### src/rtl/seg7_scan_driver.sv
// Time-multiplexed N-digit seven-segment driver with a double-buffered digit
// store, guard-banded digit scanning, leading-zero blanking and tear-free commit.
module seg7_scan_driver #(
  parameter int DIGITS       = 4,
  parameter int REFRESH_DIV  = 1024,
  parameter int GUARD        = 2,
  parameter int HEX_EN       = 1,
  parameter int COMMON_ANODE = 0
) (
  input  logic              clk,
  input  logic              rst,
  input  logic              wr_en,
  input  logic [2:0]        wr_addr,
  input  logic [3:0]        wr_data,
  input  logic              wr_dp,
  input  logic              commit,
  input  logic              lz_suppress,
  output logic              pending,
  output logic [6:0]        seg_out,
  output logic              dp_out,
  output logic [DIGITS-1:0] dig_sel,
  output logic              frame_tick
);

  localparam int SLOT_W = (REFRESH_DIV > 2) ? $clog2(REFRESH_DIV) : 1;
  localparam int IDX_W  = (DIGITS > 1) ? $clog2(DIGITS) : 1;
  localparam logic [SLOT_W-1:0] SLOT_LAST = SLOT_W'(REFRESH_DIV - 1);
  localparam logic [IDX_W-1:0]  IDX_LAST  = IDX_W'(DIGITS - 1);
  localparam logic INV = (COMMON_ANODE != 0);

  logic [SLOT_W-1:0] slot_cnt;
  logic [IDX_W-1:0]  idx;
  logic [3:0]        shadow [DIGITS];
  logic [3:0]        active [DIGITS];
  logic [DIGITS-1:0] shadow_dp;
  logic [DIGITS-1:0] active_dp;
  logic              wrap_q;

  logic              slot_end;
  logic              frame_wrap;
  logic              in_guard;
  logic [DIGITS-1:0] blank;
  logic [DIGITS-1:0] sel_onehot;
  logic [3:0]        cur_code;
  logic              cur_dp;
  logic              cur_blank;
  logic [6:0]        seg_n;
  logic              dp_n;
  logic [DIGITS-1:0] dig_n;

  function automatic logic [6:0] decode(input logic [3:0] code);
    logic [6:0] s;
    case (code)
      4'h0: s = 7'h3F;
      4'h1: s = 7'h06;
      4'h2: s = 7'h5B;
      4'h3: s = 7'h4F;
      4'h4: s = 7'h66;
      4'h5: s = 7'h6D;
      4'h6: s = 7'h7D;
      4'h7: s = 7'h07;
      4'h8: s = 7'h7F;
      4'h9: s = 7'h6F;
      4'hA: s = 7'h77;
      4'hB: s = 7'h7C;
      4'hC: s = 7'h39;
      4'hD: s = 7'h5E;
      4'hE: s = 7'h79;
      default: s = 7'h71;
    endcase
    if (HEX_EN == 0 && code > 4'd9) s = 7'h00;
    return s;
  endfunction

  assign slot_end   = (slot_cnt == SLOT_LAST);
  assign frame_wrap = slot_end && (idx == IDX_LAST);
  assign in_guard   = int'(slot_cnt) < GUARD;

  // Blank from the most significant digit down while digits are plain zeros.
  always_comb begin
    logic lead;
    blank = '0;
    lead  = lz_suppress;
    for (int i = DIGITS - 1; i >= 1; i--) begin
      if (lead && active[i] == 4'd0 && !active_dp[i]) blank[i] = 1'b1;
      else lead = 1'b0;
    end
  end

  always_comb begin
    cur_code   = '0;
    cur_dp     = 1'b0;
    cur_blank  = 1'b0;
    sel_onehot = '0;
    for (int i = 0; i < DIGITS; i++) begin
      if (idx == IDX_W'(i)) begin
        cur_code      = active[i];
        cur_dp        = active_dp[i];
        cur_blank     = blank[i];
        sel_onehot[i] = 1'b1;
      end
    end
    seg_n = (in_guard || cur_blank) ? 7'h00 : decode(cur_code);
    dp_n  = in_guard ? 1'b0 : cur_dp;
    dig_n = in_guard ? '0 : sel_onehot;
  end

  always_ff @(posedge clk) begin
    if (rst) begin
      slot_cnt   <= '0;
      idx        <= '0;
      pending    <= 1'b0;
      wrap_q     <= 1'b0;
      frame_tick <= 1'b0;
      shadow_dp  <= '0;
      active_dp  <= '0;
      for (int i = 0; i < DIGITS; i++) begin
        shadow[i] <= '0;
        active[i] <= '0;
      end
      seg_out <= {7{INV}};
      dp_out  <= INV;
      dig_sel <= {DIGITS{INV}};
    end else begin
      slot_cnt <= slot_end ? '0 : slot_cnt + 1'b1;
      if (slot_end) idx <= (idx == IDX_LAST) ? '0 : idx + 1'b1;

      // frame_tick lines up with the first registered output of digit 0.
      wrap_q     <= frame_wrap;
      frame_tick <= wrap_q;

      if (frame_wrap && pending) begin
        for (int i = 0; i < DIGITS; i++) active[i] <= shadow[i];
        active_dp <= shadow_dp;
        pending   <= 1'b0;
      end else if (commit && !pending) begin
        pending <= 1'b1;
      end

      for (int i = 0; i < DIGITS; i++) begin
        if (wr_en && wr_addr == 3'(i)) begin
          shadow[i]    <= wr_data;
          shadow_dp[i] <= wr_dp;
        end
      end

      seg_out <= seg_n ^ {7{INV}};
      dp_out  <= dp_n ^ INV;
      dig_sel <= dig_n ^ {DIGITS{INV}};
    end
  end

endmodule
### config.mk
export PLATFORM = sky130hd
export DESIGN_NAME = seg7_scan_driver
export DESIGN_NICKNAME = d
export VERILOG_FILES = /design/src/rtl/seg7_scan_driver.sv
export SDC_FILE = /design/constraint.sdc
export NUM_CORES = 1
export LEC_CHECK = 0
export ABC_AREA = 1
export BUFFER_PORTS_ARGS = -buffer_cell sky130_fd_sc_hd__buf_2
export CELL_PAD_IN_SITES_DETAIL_PLACEMENT = 1
export CELL_PAD_IN_SITES_GLOBAL_PLACEMENT = 1
export CORE_MARGIN = 2
export CORE_UTILIZATION = 41
export DETAILED_ROUTE_END_ITERATION = 8
export GPL_ROUTABILITY_DRIVEN = 0
export PLACE_DENSITY_LB_ADDON = 0.1
export SYNTH_ARGS = -nofsm -noshare
export SYNTH_HDL_FRONTEND = slang
export SYNTH_SLANG_ARGS = --single-unit
export TNS_END_PERCENT = 1
### constraint.sdc
create_clock -name clk -period 1.96 [get_ports clk]
set_input_delay 0.098 -clock clk [delete_from_list [all_inputs] [get_ports clk]]
set_output_delay 0.098 -clock clk [all_outputs]
set_load 0.02 [all_outputs]
==> results of run 1 <==
[final timing paths]
check                to  slack (ns)  startpoint  cells after the start
min          frame_tick        0.08         rst                      2
min reg2reg  frame_tick        0.42      wrap_q                      2
max reg2reg  seg_out[1]        0.14      idx[0]                     13
max          seg_out[1]        0.14      idx[0]                     13
[logic make-up after synthesis]
group	share of synthesized area, %
compound gates	4.58
xor+xnor	1.11
fa+ha+maj	4.78
buf+inv	7.88
flops	52.8
simple gates	28.8
[final cells by class]
class,instances,area (um2)
multi-input combinational,232,1250
clock inverter,6,80.1
clock buffer,10,128
inverter,58,223
fill,905,3620
timing repair buffer,38,235
sequential,67,1670
tap,99,124
[cells in the mapped netlist]
master	n	area share (%)
sky130_fd_sc_hd__nor2_1	62	7.4
sky130_fd_sc_hd__nand2_1	64	7.6
sky130_fd_sc_hd__nor2_8	1	0.64
sky130_fd_sc_hd__nor3_4	1	0.52
sky130_fd_sc_hd__o21ai_0	10	1.6
sky130_fd_sc_hd__nand3_4	1	0.56
sky130_fd_sc_hd__inv_2	2	0.24
sky130_fd_sc_hd__nand3_1	31	4.9
sky130_fd_sc_hd__edfxtp_1	32	31
sky130_fd_sc_hd__inv_1	55	6.6
sky130_fd_sc_hd__inv_4	1	0.20
sky130_fd_sc_hd__a21oi_1	15	2.4
sky130_fd_sc_hd__clkbuf_1	2	0.24
sky130_fd_sc_hd__o21ai_1	2	0.32
sky130_fd_sc_hd__ha_1	12	4.8
sky130_fd_sc_hd__dfxtp_1	35	22
sky130_fd_sc_hd__nor2_2	1	0.20
sky130_fd_sc_hd__nor2_4	11	3.9
sky130_fd_sc_hd__buf_12	1	0.64
sky130_fd_sc_hd__or2_2	1	0.20
sky130_fd_sc_hd__nand4_1	4	0.80
sky130_fd_sc_hd__xor2_1	4	1.1
sky130_fd_sc_hd__nor3b_1	1	0.24
sky130_fd_sc_hd__nor3_1	7	1.1
sky130_fd_sc_hd__a21oi_2	1	0.28
sky130_fd_sc_hd__nand3b_1	1	0.24
sky130_fd_sc_hd__nand2_2	2	0.40
[flip-flops by register name, summed over array words and instances (netlist names)]
register	flops
shadow_dp	4
pending	1
active_dp	4
idx	2
shadow	16
wrap_q	1
dig_sel	4
slot_cnt	10
active	16
frame_tick	1
dp_out	1
seg_out	7
[worst register-to-register path, cell delays in order, from the launching register on]
cell and delay (ns):
sky130_fd_sc_hd__dfxtp_2 0.37, sky130_fd_sc_hd__inv_1 0.09, sky130_fd_sc_hd__ha_1 0.24, sky130_fd_sc_hd__nand2_1 0.08, sky130_fd_sc_hd__nand2_1 0.05, sky130_fd_sc_hd__nand3_1 0.06
sky130_fd_sc_hd__nand2_1 0.07, sky130_fd_sc_hd__o21ai_2 0.07, sky130_fd_sc_hd__inv_1 0.09, sky130_fd_sc_hd__ha_1 0.32, sky130_fd_sc_hd__nor2_1 0.11, sky130_fd_sc_hd__nand2_1 0.06
sky130_fd_sc_hd__nand3_1 0.08, sky130_fd_sc_hd__nor2_1 0.04
[power breakdown]
part           internal, mW  leakage [nW]  switching [mW]  total (mW)
registers              1.51         0.612          0.0206        1.53
logic                0.0589         0.953           0.121       0.180
clock network         0.706         0.101           0.515        1.22
[layer usage]
metal	vias to the layer above	track usage [%]	wire, um
li1	1233	-	-
met1	1051	20.5	3050
met2	33	29.6	3210
met3	7	4.73	192
met4	0	6.06	90
met5	-	0	0
[timing repair]
item / 4_1_cts / 5_1_grt
hold endpoints to repair: 1 / 0
hold buffers: 1 / 0
setup endpoints to repair: 0 / 43
resized for setup: 0 / 10
==> impl_summary.md, run 1 <==
Status
The run finished with clean final reports.

Flow run
Across the run, the number of max-cap violations was 0.

Layout
Cells fill 50.6% of the core in the end. Compared with the post-synthesis result, the final layout area differs by 18.0%. The finished layout holds 510 standard cells, fillers aside. In the layout the commonest cells are sky130_fd_sc_hd__nand2_1 (63), sky130_fd_sc_hd__nor2_1 (62), sky130_fd_sc_hd__inv_1 (54), sky130_fd_sc_hd__edfxtp_1 (32), sky130_fd_sc_hd__dfxtp_1 (32). The finished cells cover 0.00371 mm2. The most frequent standard cell in the layout excluding fill and tap cells is sky130_fd_sc_hd__nand2_1. The count of nets after finishing is 431. The post-route netlist has 19.7% of its cells at a drive strength greater than 1. 0 antenna diodes ended up in the layout.

CTS
The clock latency on the worst-skew pair is 0.34 ns. The maximum level of the CTS H-tree is 3. In this run, CTS created clock tree buffers numbering 9. The TritonCTS clock tree is done. The tree built by TritonCTS fans out to 67 sinks. The root cell of the clock tree is sky130_fd_sc_hd__clkbuf_8. After clock tree synthesis, the clock-pin slew on the worst setup and hold paths is 0.08 ns.

Buffers added to address setup during post-CTS repair amount to 0. In this run the deepest clock path goes through 2 buffers.

Die
The area of the die is 0.00839 mm2. The cell row count is 31. The initial utilization of the core area, before any placement, comes to 42.9%. The number of ports placed on the die boundary is 27. The core area is 0.00733 mm2.

From left edge to right edge, the die measures 91.6 um. The floorplan step set the die height to 91.6 um.

Yosys
The distinct cell type count of the synthesized netlist is 27. A synthesized cell averages 8.73 um2. After synthesis the netlist holds a flip-flop and latch count of 67. Of the synthesized area, sequential elements account for 52.8%. In the synthesized netlist, the number of instances is 360. The netlist area before placement is 0.00314 mm2. The count of warnings emitted by yosys is 0. The synthesized netlist net count is 385.

Global routing
The pin count of the biggest net entering global routing is 19. The via count of the first global-routing pass was 2379. In the global route stage, overall resource usage came out at 17.2%. The total overflow left after global routing is 0.

The number of antenna violations at the first check in global routing is 0. The first global-routing pass estimated 11200 um of wire.

Drt
The final wirelength is 6540 um. The routed layout has 2324 vias. Dividing the detail-routed wire length by the instance count gives 12.8 um.

The first-pass iteration count of the detailed router is 4. The number of remaining DRC errors is 0. The first routing iteration left 55 violations. The number of nets still failing antenna checks after routing is 0. The post-detailed-route via-to-cell ratio is 4.56.

Worst setup path
The category of the critical setup timing path is reg2reg. The largest individual stage delay along the critical path comes from the cell sky130_fd_sc_hd__dfxtp_2. The critical-path maximum fanout is 4. The kind of cell with the highest combined delay along the critical path is adder cells. The worst endpoint data arrival time is 2.06 ns. The endpoint type of the worst setup path is a flip-flop. The count of buffer and inverter cells on the critical path is 2.

The largest single stage delay on the critical path is 0.37 ns. Traced cell by cell, the critical path runs through inv_1 -> ha_1 -> nand2_1 -> nand2_1 -> nand3_1 -> nand2_1 -> o21ai_2 -> inv_1 -> ha_1 -> nor2_1 -> nand2_1 -> nand3_1 -> nor2_1. The most numerous cell type found on the critical path is sky130_fd_sc_hd__nand2_1. The kind of launch point of the worst setup path is a flip-flop. The required time of the worst setup path is 2.20 ns.

STA
The fraction of the cycle the final worst path needs is 93.0%. The worst slew margin relative to its limit is 62.5%. The fmax is 549 MHz. Setup violations remaining at the end of the flow were counted as 0. Setup repair after global routing could not meet its margin everywhere. At the pin with the least slew margin, the transition time is 0.562 ns. The final count of pins violating max slew is 0. For the final routed database, the setup TNS stands at 0 ns.

The final period demand of the worst path is 1.82 ns. Setup slack closes at 0.138 ns. The final worst hold slack is 0.0808 ns.

The number of endpoints with negative hold slack in the final report came to 0. The worst setup skew after layout is 0.0132 ns.

Placed design
The post-placement worst setup slack is 0.0500 ns. Input and output buffers added on the ports amount to 26. After detailed placement, the total cell area comes to 0.00347 mm2. Detailed placement finished with a half-perimeter wire length of 4990 um. The number of placed instances, taps included is 493.

Pwr
The total power density per cell area is 791 mW/mm2. VDD sags by at most 0.000404 V. The design draws 2.93 mW. The leakage component of the power is 1.67 nW.

Worst hold path
The class of the worst hold path is in2reg.
(Power assumes the default switching activity.)
==> inputs of run 2 (changes only) <==
==> constraint.sdc (replaced) <==
create_clock -name clk -period 1.96 [get_ports clk]
set_input_delay 0.294 -clock clk [delete_from_list [all_inputs] [get_ports clk]]
set_output_delay 0.294 -clock clk [all_outputs]
set_load 0.02 [all_outputs]
==> impl_summary.md, run 2 (synthesized netlist as in run 1, its figures left out) <==
Status
The run finished with clean final reports.

Worst setup path
The destination of the critical timing path is seg_out[1]. At the worst endpoint, the required time is 2.20 ns. For this design, the slowest cell found on the critical path is sky130_fd_sc_hd__dfxtp_4. By startpoint and endpoint, the worst setup path is classified as reg2reg. For the worst setup path, the data arrival time is 2.03 ns. In this run the worst setup path begins at idx[1]. On the worst path, the slowest cell contributes a delay of 0.37 ns. The endpoint type of the worst setup path is a flip-flop.

Of all nets on the critical path, the largest fanout is 6. The worst register-to-register path has a depth of 13. The worst setup path is launched from a flip-flop. Among the stages of the critical path, the cell type that occurs most often is sky130_fd_sc_hd__nand2_1. The instance count on the critical path is 13.

The kind of cell with the highest combined delay along the critical path is simple AND/OR/NAND/NOR gates. The start of the worst register-to-register path is idx[1]. In this run the critical register-to-register path is captured at seg_out[1].

The worst-case register-to-register setup slack is 0.16 ns. Together, buffers and inverters on the worst path number 3. Traced cell by cell, the critical path runs through inv_2 -> ha_4 -> inv_1 -> nand3_1 -> nand2_1 -> nand2_1 -> nand2_1 -> inv_1 -> ha_1 -> nor2_1 -> nand2_1 -> nand3_1 -> nor2_1.

Global routing
The all-layer global routing usage is 16.7%. The via count of the first global-routing pass is 2373. The number of antenna violations at the first check in global routing is 0. The global routing met3 resource utilization is 3.24%.

The pin count of the biggest net entering global routing is 17. met2 is the most crowded layer. In the global route stage, met2 resource usage came out at 29.4%.

After global routing the overflow that remains totals 0. The wire length of the first global-routing pass is 10900 um. The global-route met1 utilization is 18.9%.

STA
The routed design could run at a clock period as short as 1.80 ns. Derived from the worst setup path, the maximum achievable clock frequency is 556 MHz. The final worst hold slack is 0.181 ns. The number of endpoints with negative hold slack in the final report came to 0. The worst setup skew after layout is 0.00750 ns. The worst pin sits at a relative slew slack of 68.8%. The transition time at the pin with the least slew margin is 0.469 ns. The fraction of the cycle the final worst path needs is 91.7%. The final count of pins violating max slew is 0. Setup violations remaining at the end of the flow were counted as 0. The setup TNS after final layout is 0 ns.

Drt
The number of nets still failing antenna checks after routing is 0. The vias after detailed routing is 2341. The violation count after the first detailed-route iteration is 57.

The first TritonRoute pass finished after 4 iterations. The routed design has 6440 um of wire. In the routed design, unresolved DRC markers number 0. After detailed routing, the number of vias per cell comes to 4.59. In the final routed layout, each cell accounts on average for 12.6 um.

Layout
The fill cell instance count of the final layout is 886. In the layout the commonest cells are sky130_fd_sc_hd__nand2_1 (64), sky130_fd_sc_hd__nor2_1 (62), sky130_fd_sc_hd__inv_1 (52), sky130_fd_sc_hd__dfxtp_1 (33), sky130_fd_sc_hd__edfxtp_1 (32). After routing the design area is 0.00370 mm2. In the final design database the tool counted 431 nets. The largest registers in the layout are active (16), shadow (16), slot_cnt (10). Excluding fillers, the count of instances in the completed layout stands at 510. The antenna diode count is 0. In the final layout, the share of cells above drive strength 1 is 20.7%. The layout overhead on the synthesized area is 17.7%. The most frequent standard cell in the layout excluding fill and tap cells is sky130_fd_sc_hd__nand2_1.

Placed design
Detailed placement finished with a half-perimeter wire length of 5010 um. In this run the tool buffered the top-level ports with 26 buffer cells. The number of placed instances, taps included is 494. The total placed instance area is 0.00348 mm2.

Flow run
Max-cap violations in this run came to 0.

Worst hold path
The tightest min-delay check is of the in2reg type.

CTS
The TritonCTS clock tree is done. The number of buffers on the longest clock path is 2. In this run the number of H-tree levels came out at 3.

After clock tree synthesis, the setup repair step added 0 buffers. Clock tree synthesis selected as its root buffer the cell sky130_fd_sc_hd__clkbuf_8. Clock-pin slew was measured on the worst setup and hold paths at 0.07 ns. The clock buffer count from CTS is 9. Clock tree synthesis found a total of 67 sinks. The clock latency on the worst-skew pair is 0.34 ns. For this design, the CTS-stage hold fixing added 0 buffers.

Pwr
The total power density per cell area is 756 mW/mm2. For this design the static power due to leakage is 1.66 nW. The maximum ir drop on the vdd rail is 0.000421 V.

Die
The area of the die is 0.00839 mm2. After floorplanning, the core was divided into 31 placement rows. The initial standard-cell utilization of the core is 42.9%. In this run the vertical extent of the chip is 91.6 um.

The core region is 0.00733 mm2. The number of ports placed on the die boundary is 27. The horizontal die dimension is 91.6 um.
## run 2: repair_timing
action / 4_1_cts / 5_1_grt
setup endpoints to repair: 1 / 6
hold endpoints to repair: 0 / 0
resized for setup: 2 / 12
pin swaps: 0 / 0
## run 2: worst min-delay path, cell delays in order
cell                     delay, ns
sky130_fd_sc_hd__buf_2        0.08
sky130_fd_sc_hd__nor2_1       0.03
sky130_fd_sc_hd__nor2_1       0.08
## run 2: per-stage QoR
| step | util (%) | setup WS [ns] | power, mW |
|---|---|---|---|
| after global placement | 47.4 | 0.122 | 1.74 |
| after global routing | 50.5 | -0.00000555 | 2.91 |
| after floorplan | - | 0.0955 | 1.67 |
| after CTS | 50.0 | 0.0202 | 2.84 |
| after detailed placement | 47.4 | 0.00468 | 1.75 |
| final | 50.5 | 0.162 | 2.80 |
## run 2: metal layers
metal / part of all wire (%) / routed length, um
met5: 0 / 0
met4: 2.5 / 158
met3: 3.2 / 205
met2: 50 / 3190
met1: 45 / 2880
## run 2: where the power goes
part / switching [mW] / internal (mW) / total (mW) / leakage, nW
registers: 0.0212 / 1.51 / 1.53 / 0.612
clock network: 0.512 / 0.577 / 1.09 / 0.0935
logic: 0.119 / 0.0586 / 0.178 / 0.953
total: 0.653 / 2.15 / 2.80 / 1.66
## run 2: worst min path at each step
stage	endpoint	slack [ns]	depth (start not counted)	from
floorplan	frame_tick	0.37	1	rst
global placement	frame_tick	0.39	2	wrap_q
detailed placement	frame_tick	0.41	2	wrap_q
CTS	pending	0.17	3	commit
global route	pending	0.21	3	commit
finish	pending	0.18	3	commit
## run 2: final cells by class
cell class	count	area (um2)	share of cell area, %
timing repair buffer	38	233	6.29
clock buffer	10	128	3.45
sequential	67	1670	45.1
inverter	58	220	5.95
tap	99	124	3.35
clock inverter	6	56.3	1.52
multi-input combinational	232	1270	34.4
